--- src/rtl/ram_port_arbiter_pkg.sv ---
// Shared types and constants for the two-requester RAM port arbiter.
package ram_port_arbiter_pkg;
   typedef enum logic {IDLE = 1'b0, RMW = 1'b1} state_t;

   localparam int M0     = 0;
   localparam int M1     = 1;
   localparam int AW_DEF = 10;
   localparam int DW_DEF = 32;
endpackage

--- src/rtl/ram_port_arbiter_arb_rr2.sv ---
// Two-way round-robin grant: a lone requester wins, a tie goes to whoever did not win last.
module arb_rr2
   import ram_port_arbiter_pkg::*;
(
   input  logic [1:0] req,
   input  logic       last_gnt,
   output logic [1:0] gnt
);

   always_comb begin
      gnt = req;
      if (req[M0] && req[M1]) begin
         gnt[M0] = last_gnt;
         gnt[M1] = ~last_gnt;
      end
   end

endmodule

--- src/rtl/ram_port_arbiter.sv ---
// Round-robin sharing of one single-port synchronous RAM between fetch (m0) and LSU (m1);
// partial-byte stores become a read cycle followed by a merged write cycle.
module ram_port_arbiter
   import ram_port_arbiter_pkg::*;
#(
   parameter int AW = AW_DEF,
   parameter int DW = DW_DEF
) (
   input  logic            clk,
   input  logic            rst,
   input  logic            m0_req,
   input  logic [AW-1:0]   m0_addr,
   input  logic            m0_we,
   input  logic [DW-1:0]   m0_wdata,
   input  logic [DW/8-1:0] m0_be,
   output logic            m0_gnt,
   output logic            m0_rvalid,
   output logic [DW-1:0]   m0_rdata,
   input  logic            m1_req,
   input  logic [AW-1:0]   m1_addr,
   input  logic            m1_we,
   input  logic [DW-1:0]   m1_wdata,
   input  logic [DW/8-1:0] m1_be,
   output logic            m1_gnt,
   output logic            m1_rvalid,
   output logic [DW-1:0]   m1_rdata,
   output logic [AW-1:0]   ram_addr,
   output logic            ram_wren,
   output logic [DW-1:0]   ram_wrdata,
   input  logic [DW-1:0]   ram_rddata
);

   localparam int BW = DW / 8;

   state_t          state;
   logic            last_gnt;
   logic [1:0]      rv;
   logic [AW-1:0]   lat_addr;
   logic [DW-1:0]   lat_wdata;
   logic [BW-1:0]   lat_be;
   logic [1:0]      arb_gnt;
   logic [1:0]      gnt;
   logic [AW-1:0]   s_addr;
   logic            s_we;
   logic [DW-1:0]   s_wdata;
   logic [BW-1:0]   s_be;
   logic            any_gnt;
   logic            s_rd;
   logic            s_full;
   logic            s_part;
   logic [DW-1:0]   merged;

   arb_rr2 u_arb (
      .req      ({m1_req, m0_req}),
      .last_gnt (last_gnt),
      .gnt      (arb_gnt)
   );

   // The RMW write cycle owns the port, so no grant is offered then.
   assign gnt     = (state == IDLE && !rst) ? arb_gnt : 2'b00;
   assign m0_gnt  = gnt[M0];
   assign m1_gnt  = gnt[M1];
   assign any_gnt = |gnt;

   assign s_addr  = gnt[M1] ? m1_addr  : m0_addr;
   assign s_we    = gnt[M1] ? m1_we    : m0_we;
   assign s_wdata = gnt[M1] ? m1_wdata : m0_wdata;
   assign s_be    = gnt[M1] ? m1_be    : m0_be;
   assign s_full  = &s_be;
   assign s_rd    = any_gnt && !s_we;
   assign s_part  = any_gnt && s_we && !s_full && (|s_be);

   always_comb begin
      merged = ram_rddata;
      for (int b = 0; b < BW; b++) begin
         if (lat_be[b]) merged[8*b +: 8] = lat_wdata[8*b +: 8];
      end
   end

   always_comb begin
      ram_addr   = '0;
      ram_wren   = 1'b0;
      ram_wrdata = '0;
      if (state == RMW && !rst) begin
         ram_addr   = lat_addr;
         ram_wren   = 1'b1;
         ram_wrdata = merged;
      end else if (any_gnt) begin
         ram_addr = s_addr;
         if (s_we && s_full) begin
            ram_wren   = 1'b1;
            ram_wrdata = s_wdata;
         end
      end
   end

   always_ff @(posedge clk) begin
      if (rst) begin
         state    <= IDLE;
         last_gnt <= 1'b1;
         rv       <= 2'b00;
      end else begin
         rv <= s_rd ? gnt : 2'b00;
         if (state == RMW) begin
            state <= IDLE;
         end else if (any_gnt) begin
            last_gnt <= gnt[M1];
            if (s_part) begin
               lat_addr  <= s_addr;
               lat_wdata <= s_wdata;
               lat_be    <= s_be;
               state     <= RMW;
            end
         end
      end
   end

   assign m0_rvalid = rv[M0] && !rst;
   assign m1_rvalid = rv[M1] && !rst;
   assign m0_rdata  = m0_rvalid ? ram_rddata : '0;
   assign m1_rdata  = m1_rvalid ? ram_rddata : '0;

endmodule

--- config.mk ---
export PLATFORM = sky130hd
export DESIGN_NAME = ram_port_arbiter
export DESIGN_NICKNAME = d
export VERILOG_FILES = /design/src/rtl/ram_port_arbiter_pkg.sv /design/src/rtl/ram_port_arbiter_arb_rr2.sv /design/src/rtl/ram_port_arbiter.sv
export SDC_FILE = /design/constraint.sdc
export NUM_CORES = 1
export LEC_CHECK = 0
export ABC_AREA = 1
export CAP_MARGIN = 20
export CORE_MARGIN = 5
export CORE_UTILIZATION = 35
export DETAILED_ROUTE_END_ITERATION = 12
export HOLD_SLACK_MARGIN = 0.08
export PLACE_DENSITY = 0.87
export SYNTH_ARGS = -nofsm -noshare
export SYNTH_HDL_FRONTEND = slang
export SYNTH_HIERARCHICAL = 1
export SYNTH_SLANG_ARGS = --single-unit
--- constraint.sdc ---
create_clock -name clk -period 6.2 [get_ports clk]
set_input_delay 1.86 -clock clk [delete_from_list [all_inputs] [get_ports clk]]
set_output_delay 1.86 -clock clk [all_outputs]
set_load 0.02 [all_outputs]
==> results of run 1 <==
[worst max path at each step]
stage	start	end	slack, ns	cells past startpoint
global route	m1_req	ram_wrdata[27]	0.005	12
CTS	m1_req	ram_wrdata[12]	0.12	12
detailed placement	m1_req	ram_wrdata[12]	0.13	12
floorplan	m1_req	lat_addr[0]	0.87	9
finish	m1_req	ram_wrdata[22]	0.17	12
global placement	m0_req	ram_addr[5]	0.21	9
[routing by layer]
layer	GRT usage	routed length, um	part of all wire	up-vias
li1	-	-	-	2264
met3	0.0504	1260	0.092	15
met4	0.0481	220	0.016	0
met1	0.226	5340	0.39	1944
met5	0	0	0	-
met2	0.385	6850	0.50	194
[cell families (layout without fill, tap and decap cells)]
kind of cell / Yosys count / in the layout / share of synthesized area
AO/OA/AOI/OAI: 119 / 119 / 0.159
flip-flops: 50 / 50 / 0.388
buffers and inverters: 155 / 391 / 0.169
AND/OR/NAND/NOR: 255 / 255 / 0.284
[critical path: stages]
cell and delay (ns):
clkdlybuf4s50_1 0.50, inv_1 0.06, a21oi_1 0.11, buf_4 0.17
nand2_4 0.12, inv_1 0.11, nor2_1 0.08, nor2_4 0.14
buf_4 0.23, nand3_1 0.10, nand2_1 0.06, clkdlybuf4s50_1 0.62
[power by group]
group / internal (uW) / switching, uW
Combinational: 158 / 162
Sequential: 395 / 5.03
Clock: 90.4 / 111
Total: 644 / 279
[registers in the layout, indices dropped and copies added (netlist names)]
| register | flops |
|---|---|
| lat_addr | 10 |
| lat_wdata | 32 |
| lat_be | 4 |
| last_gnt | 1 |
| state | 1 |
| rv | 2 |
[layout make-up]
| cell class | instances | share of cell area |
|---|---|---|
| clock inverters | 1 | 0.000771 |
| clock buffers | 7 | 0.0133 |
| multi-input cells | 374 | 0.258 |
| inverters | 121 | 0.0700 |
| well taps | 136 | 0.0262 |
| repair buffers | 262 | 0.407 |
| flip-flops and latches | 50 | 0.225 |
[cells in the mapped netlist (all sizes together)]
master	count	area share
inv	120	0.12
nor2	104	0.11
nand2	100	0.10
o21ai	86	0.12
edfxtp	46	0.37
nand3	38	0.050
a21oi	33	0.044
clkbuf	22	0.022
buf	12	0.027
or2	10	0.017
dfxtp	4	0.021
nand3b	2	0.0040
clkinv	1	0.0010
nor3	1	0.0013
[metrics by stage]
stage | utilization | worst slack [ns]
3_3_place_gp | 0.614 | 0.212
2_1_floorplan | - | 0.873
5_1_grt | 0.623 | 0.00504
4_1_cts | 0.622 | 0.119
6_report | 0.623 | 0.171
3_5_place_dp | 0.614 | 0.126
[cells in the final DEF, fill, tap and decap left out, drive strengths merged]
cell	n
inv	120
nand3	38
o21ai	86
nand2	100
clkdlybuf4s50	238
nand3b	2
dlymetal6s2s	2
nor2	104
clkinv	2
or2	10
buf	22
clkbuf	7
dfxtp	4
nor3	1
edfxtp	46
a21oi	33
[what timing repair did]
item	4_1_cts	5_1_grt
endpoints found under the setup margin	0	9
resized for setup	0	4
hold buffers	0	0
==> reports/metrics.cfg, run 1 <==
[run_status]
outcome=finished, final reports clean

[critical_path]
cp_max_fo=14
end_kind=output port
critPathLaunchType=input port
r2r_cells=10
rr_endpoint=lat_wdata[13]
timing.rr.start=last_gnt
crit_required_ns=4.34
ff2ff_setup_slack_ns=3.40
path_class=in2out
crit_arrival_ns=4.17

[floorplanning]
fp.dieH_um=114
start_util=0.362
die_x_um=114
die-area_sq_um=12900
row_count=37
coreArea_sq_um=10400
io_pins=241

[sta]
fin_crit_ns=6.03
max_freq_ghz=0.166
worst_slew_pin_slew_ns=0.523
setup_viol=0
hold_violations=0
finalSetupTns_ns=0
finalClockSkew_ns=0.00716
fin_crit_sh=0.972
holdWs_ns=0.499
drv_slew=0
rsz0062_at_grt=no
maxSlewHeadroom=0.651

[grt]
grt_usage=0.203
grt-ovfl-total=0
antenna_found_initial=0
grt_pass1_wl_um=21300
grt_max_degree=43
grt_pass1_vias=4421

[synthesis]
ys_ff_latch=50
syn_area_sq_um=3770
yosys_warnings=6
synth_nets=709
yosysSeqAreaShare=0.388
yosysUniqueCellTypes=21
synthCells=579
avgSynthCellArea_sq_um=6.51

[layout]
fin_nets=944
drive_gt1_frac=0.0552
nFillCells=944
diodes=0
multiInputGateArea_sq_um=1680
syn2layout_area_growth_pct=72.3
instances_no_fill=951
regArea_sq_um=1460
final_cell_area_sq_um=6490

[clocking]
numCtsBuffers=5
worstSkewPairLatency_ns=0.30
cts_sinks=50
cts-root-buf=clkbuf_8
clockBufferDepth=2
clkTransAtPathRegs_ns=0.09
cts_htree_levels=2
cts_tree=done
cts_setup_buffers=0

[place]
place_area_sq_um=6390
io_buffer_count=240
place_inst=943
gp_congestion=0.825
post-dp-hpwl_um=10700

[power_and_ir_drop]
ir_worst_vdd_uv=102
p_leak_uw=0.00308
p_total_uw=922
power_density_nw_per_um2=142

[route]
drc=0
drt-vias-per-instance=4.64
post_drt_wl_per_cell_um=14.4
drt_first_pass_iters=4
drt_iter0_drc=261
ant_nets=0
vias=4417
wirelength_um=13700

[worst_hold_path]
worstHoldPathType=reg2reg
min_to=last_gnt
whs_path_depth=2
min-delay-start=last_gnt

[run]
max-cap-violations=0

No activity file was read; power rests on OpenSTA's default activity.
==> inputs of run 2 (changes only) <==
--- a/config.mk
+++ b/config.mk
@@ -6,12 +6,12 @@
 export NUM_CORES = 1
 export LEC_CHECK = 0
 export ABC_AREA = 1
-export CAP_MARGIN = 20
+export CAP_MARGIN = 0
 export CORE_MARGIN = 5
 export CORE_UTILIZATION = 35
 export DETAILED_ROUTE_END_ITERATION = 12
 export HOLD_SLACK_MARGIN = 0.08
-export PLACE_DENSITY = 0.87
+export PLACE_DENSITY_LB_ADDON = 0.15
 export SYNTH_ARGS = -nofsm -noshare
 export SYNTH_HDL_FRONTEND = slang
 export SYNTH_HIERARCHICAL = 1
==> run 2 against run 1 <==
Compared with the run above:
- critical path depth is the same
- sequential power is essentially flat
- die area is the same
- utilization is essentially flat
- total power shrank 2.3%
- critical endpoint is now ram_wrdata[1]
==> reports/metrics.cfg, run 2 (same netlist as run 1, synthesis figures left out) <==
[run_status]
outcome=finished, final reports clean

[layout]
syn2layout_area_growth_pct=72.3  ; about the same
fin_nets=942  ; -0.21%
instances_no_fill=949  ; -0.21%
drive_gt1_frac=0.0554  ; +0.000136
nFillCells=954  ; +1.1%
largest_reg_flops=32  ; unchanged
diodes=0  ; unchanged
final_cell_mix=clkdlybuf4s50_1, inv_1, nand2_1, nor2_1, o21ai_0
largest_register=lat_wdata
multiInputGateArea_sq_um=1680  ; +0.37%
layout_commonest_cell=clkdlybuf4s50_1
final_core_util=0.623  ; about the same
reg.largest.list=lat_wdata: 32 flops, lat_addr: 10 flops, lat_be: 4 flops
regArea_sq_um=1460  ; unchanged
final_cell_area_sq_um=6490  ; about the same

[clocking]
cts_htree_levels=2  ; unchanged
worstSkewPairLatency_ns=0.30  ; about the same
cts_setup_buffers=0  ; unchanged
cts_sinks=50  ; unchanged
numCtsBuffers=5  ; unchanged
clkTransAtPathRegs_ns=0.09  ; about the same
cts-root-buf=clkbuf_8
cts_tree=done
clockBufferDepth=2  ; unchanged

[power_and_ir_drop]
ir_worst_vdd_uv=79.8  ; -22%
pwr-share-seq=0.445  ; +0.011
p_leak_uw=0.00328  ; +6.5%
power_density_nw_per_um2=139  ; -2.3%
p_total_uw=901  ; -2.3%
pwr-share-clk=0.206  ; -0.013
p_comb_frac=0.349  ; +0.002
p_switching_uw=274  ; -1.8%
p_sw_frac=0.304  ; +0.00146
internal_power_uw=628  ; -2.5%

[sta]
max_freq_ghz=0.165  ; -0.27%
worst_slew_pin_slew_ns=0.546  ; +0.0226 ns
rsz0062_at_grt=no
drv_slew=0  ; unchanged
setup_viol=0  ; unchanged
fin_crit_ns=6.05  ; +0.0162 ns
fin_crit_sh=0.975  ; +0.00260
hold_violations=0  ; unchanged
finalSetupTns_ns=0  ; unchanged
finalClockSkew_ns=0.00833  ; +0.00118 ns
maxSlewHeadroom=0.635  ; -0.0151

[place]
io_buffer_count=240  ; unchanged
gp_congestion=0.862  ; +4.6%
post-dp-hpwl_um=10400  ; -2.6%
place_area_sq_um=6360  ; -0.43%
place_inst=941  ; -0.21%

[floorplanning]
io_pins=241  ; unchanged
row_count=37  ; unchanged
fp.dieH_um=114  ; unchanged
start_util=0.362  ; unchanged
die_x_um=114  ; unchanged
die-area_sq_um=12900  ; unchanged
coreArea_sq_um=10400  ; unchanged

[route]
drt_iter0_drc=229  ; -12%
post_drt_wl_per_cell_um=13.9  ; -3.4%
drc=0  ; unchanged
ant_nets=0  ; unchanged
drt-vias-per-instance=4.66  ; +0.26%
wirelength_um=13200  ; -3.6%
drt_first_pass_iters=5  ; +1
vias=4419  ; +0.045%

[critical_path]
path_common_cell=nand2_1
crit_arrival_ns=4.19  ; +0.02 ns
worstPathCellList=clkdlybuf4s50_1 > nor2_4 > nand2_4 > buf_12 > nand2_1 > nand2_1 > nand2_1 > nor2_4 > buf_12 > nand3_1 > nand2_1 > clkdlybuf4s50_1
end_kind=output port
path_class=in2out
crit_slowest_cell=clkdlybuf4s50_1
critPathMaxStageDelay_ns=0.61  ; about the same
crit_required_ns=4.34  ; about the same
cp_max_fo=38  ; +24
critPathLaunchType=input port

[grt]
antenna_found_initial=0  ; unchanged
grt.met3_usage=0.0573  ; +0.00690
grt-ovfl-total=0  ; unchanged
grt_pass1_wl_um=20500  ; -3.8%
grt_usage=0.193  ; -0.00943
global_route.usage.met2=0.344  ; -0.0412
busiest_layer=met2
grt_pass1_vias=4391  ; -0.68%
grt_max_degree=43  ; unchanged
grt_util_met1=0.226  ; about the same

[run]
max-cap-violations=0  ; unchanged

[worst_hold_path]
worstHoldPathType=reg2reg

run 2: path summary, 6_finish.rpt:
check | startpoint | to | slack [ns] | cells after the start
min reg2reg | last_gnt | last_gnt | 0.54 | 2
max | rst | ram_wrdata[1] | 0.15 | 12
max reg2reg | last_gnt | lat_addr[6] | 3.44 | 10
min | last_gnt | last_gnt | 0.54 | 2
run 2: area by class of cell:
cell class	count	share of cell area
Timing Repair Buffer	260	0.406
Clock buffer	5	0.0106
Inverter	121	0.0700
Multi-Input combinational cell	374	0.259
Clock inverter	3	0.00251
Sequential cell	50	0.225
Tap cell	136	0.0262
run 2: timing repair:
item / in CTS / in global routing
setup endpoints to repair: 2 / 33
hold buffers: 0 / 0
pin swaps: 0 / 0
resized for setup: 1 / 15
run 2: power groups by stage:
stage	sequential (uW)	clock, uW	combinational [uW]
after global placement	408	0	312
after detailed placement	409	0	317
after CTS	401	192	318
final	401	186	314
after floorplan	408	0	151
after global routing	403	203	346
run 2: routing by layer:
metal	up-vias	part of all wire	wire length, um
li1	2263	-	-
met1	1931	0.41	5410
met2	205	0.47	6180
met3	20	0.10	1320
met4	0	0.021	272
met5	-	0	0
run 2: per-stage QoR:
step,setup WS [ns],hold slack (ns)
2_1_floorplan,0.873,0.452
3_3_place_gp,0.0276,0.495
3_5_place_dp,0.00404,0.523
4_1_cts,0.0436,0.541
5_1_grt,0.000822,0.586
6_report,0.154,0.544
run 2: worst max-delay path: cells and delay by family:
kind          cells  cell delay, ns
buf+inv           4            1.51
simple gates      8            0.80
==> inputs of run 3 (changes only) <==
--- a/config.mk
+++ b/config.mk
@@ -10,6 +10,7 @@
 export CORE_MARGIN = 5
 export CORE_UTILIZATION = 35
 export DETAILED_ROUTE_END_ITERATION = 12
+export DONT_BUFFER_PORTS = 1
 export HOLD_SLACK_MARGIN = 0.08
 export PLACE_DENSITY_LB_ADDON = 0.15
 export SYNTH_ARGS = -nofsm -noshare
==> run 3 against run 2 <==
Compared with the run above:
- clock skew increased by 0.00097 ns
- highest routed layer unchanged
- global-route usage decreased by 2.4 points
- fmax increased by 6.7%
- utilization decreased by 24 points
- sequential power about the same
- cell area decreased by 38%
- flip-flop and latch count unchanged
- setup slack improved by 0.38 ns
- largest power group unchanged
- hold slack got worse by 0.027 ns
- clock power increased by 2%
- register-to-register slack got worse by 0.74 ns
==> reports/metrics.cfg, run 3 (same netlist as run 1, synthesis figures left out) <==
[place]
post-dp-hpwl_um=8840  ; -15%
io_buffer_count=0  ; -100%
gp_congestion=0.797  ; -7.6%
place_inst=702  ; -25%

[layout]
diodes=0  ; unchanged
fin_nets=703  ; -25%
syn2layout_area_growth_pct=6.94
largest_reg_flops=32  ; unchanged
final_core_util=0.387  ; -0.236
reg.largest.list=lat_wdata: 32 flops, lat_addr: 10 flops, lat_be: 4 flops
instances_no_fill=710  ; -25%
drive_gt1_frac=0.0767  ; +0.0213
layout_commonest_cell=inv_1
final_cell_mix=inv_1, nor2_1, nand2_1
nFillCells=1149  ; +20%
largest_register=lat_wdata

[critical_path]
critPathTopFamily=simple AND/OR/NAND/NOR gates
crit_required_ns=4.34  ; about the same
cp_max_fo=18  ; -53%
worstPathCellList=inv_1 > a21oi_1 > buf_4 > nand2_4 > inv_1 > buf_4 > nor2_1 > nor2_4 > buf_12 > nand3_1 > nand2_1
path_class=in2out
critPathMaxStageDelay_ns=0.60  ; about the same
crit_slowest_cell=nor2_1
end_kind=output port
crit_arrival_ns=3.81  ; -0.38 ns
critPathLaunchType=input port
critPathBufInv=5  ; +1

[sta]
maxSlewHeadroom=0.362  ; -0.273
finalSetupTns_ns=0  ; unchanged
hold_violations=0  ; unchanged
worst_slew_pin_slew_ns=0.954  ; +0.409 ns
drv_slew=0  ; unchanged
fin_crit_sh=0.914  ; -0.0612
setup_viol=0  ; unchanged
rsz0062_at_grt=no
fin_crit_ns=5.67  ; -0.380 ns
max_freq_ghz=0.176  ; +6.7%
finalClockSkew_ns=0.00930  ; +0.000972 ns

[route]
post_drt_wl_per_cell_um=16.3  ; +18%
drc=0  ; unchanged
drt_iter0_drc=206  ; -10%
wirelength_um=11600  ; -12%
drt-vias-per-instance=4.97  ; +6.7%
drt_first_pass_iters=4  ; -1
vias=3529  ; -20%
ant_nets=0  ; unchanged

[power_and_ir_drop]
p_comb_frac=0.250  ; -0.099
pwr-share-seq=0.509  ; +0.064
internal_power_uw=526  ; -16%
p_switching_uw=261  ; -4.5%
p_sw_frac=0.332  ; +0.0286
p_leak_uw=0.00214  ; -35%
ir_worst_vdd_uv=93.5  ; +17%
pwr-share-clk=0.241  ; +0.035
power_density_nw_per_um2=195  ; +41%

[clocking]
numCtsBuffers=5  ; unchanged
clockBufferDepth=2  ; unchanged
post_cts_resized=0  ; -1
cts_tree=done
worstSkewPairLatency_ns=0.30  ; about the same
cts_htree_levels=2  ; unchanged
cts_hold_buf=0  ; unchanged
cts_setup_buffers=0  ; unchanged
cts_sinks=50  ; unchanged
cts-root-buf=clkbuf_8
clkTransAtPathRegs_ns=0.10  ; about the same

[grt]
grt-ovfl-total=0  ; unchanged
grt_max_degree=45  ; +4.7%
antenna_found_initial=0  ; unchanged
grt_pass1_wl_um=17500  ; -15%
grt_usage=0.169  ; -0.0241
grt_pass1_vias=3376  ; -23%

[floorplanning]
die_x_um=114  ; unchanged
die-area_sq_um=12900  ; unchanged
io_pins=241  ; unchanged
coreArea_sq_um=10400  ; unchanged
row_count=37  ; unchanged
fp.dieH_um=114  ; unchanged
start_util=0.362  ; unchanged

[run_status]
outcome=finished, final reports clean

[worst_hold_path]
worstHoldPathType=reg2reg

[run]
max-cap-violations=0  ; unchanged

[run 3: worst register-to-register path: cells and delay by family (launching register included)]
kind	cells	cell delay, ns
buffers and inverters	4	0.85
AOI/OAI and AO/OA	2	0.48
DFF	1	0.34
and+or+nand+nor	4	1.53
[run 3: path summary, 6_finish.rpt]
check / from / end / slack, ns / cells past startpoint
worst max-delay path: m1_req / ram_wrdata[29] / 0.53 / 11
worst min-delay path: last_gnt / last_gnt / 0.52 / 2
worst max register to register: last_gnt / lat_wdata[25] / 2.70 / 10
worst min register to register: last_gnt / last_gnt / 0.52 / 2
[run 3: per-layer routing]
| metal | track usage | vias up | share of wire |
|---|---|---|---|
| met3 | 0.0377 | 8 | 0.079 |
| met1 | 0.215 | 1560 | 0.44 |
| met4 | 0.0288 | 0 | 0.0082 |
| li1 | - | 1785 | - |
| met2 | 0.298 | 176 | 0.48 |
| met5 | 0 | - | 0 |
[run 3: power by group through the flow]
| stage | Clock [uW] | Sequential [uW] | Combinational [uW] |
|---|---|---|---|
| 3_5_place_dp | 0 | 408 | 200 |
| 6_report | 190 | 401 | 197 |
| 2_1_floorplan | 0 | 408 | 151 |
| 5_1_grt | 210 | 403 | 224 |
| 3_3_place_gp | 0 | 408 | 196 |
| 4_1_cts | 200 | 401 | 200 |
[run 3: final cells by class]
class	count	area (sq um)	share of cell area
well taps	136	170	0.0422
flip-flops and latches	50	1460	0.363
inverters	121	454	0.113
clock buffers	5	68.8	0.0171
repair buffers	21	183	0.0453
multi-input cells	374	1680	0.416
clock inverters	3	16.3	0.00404
[run 3: stage by stage]
| step | total power (uW) | hold WS, ns | setup WS [ns] | cell area, sq um |
|---|---|---|---|---|
| global placement | 604 | 0.509 | 0.596 | 3940 |
| CTS | 801 | 0.517 | 0.513 | 4030 |
| global route | 837 | 0.546 | 0.325 | 4030 |
| finish | 787 | 0.517 | 0.534 | 4030 |
| detailed placement | 608 | 0.493 | 0.540 | 3940 |
| floorplan | 559 | 0.452 | 0.873 | 3770 |
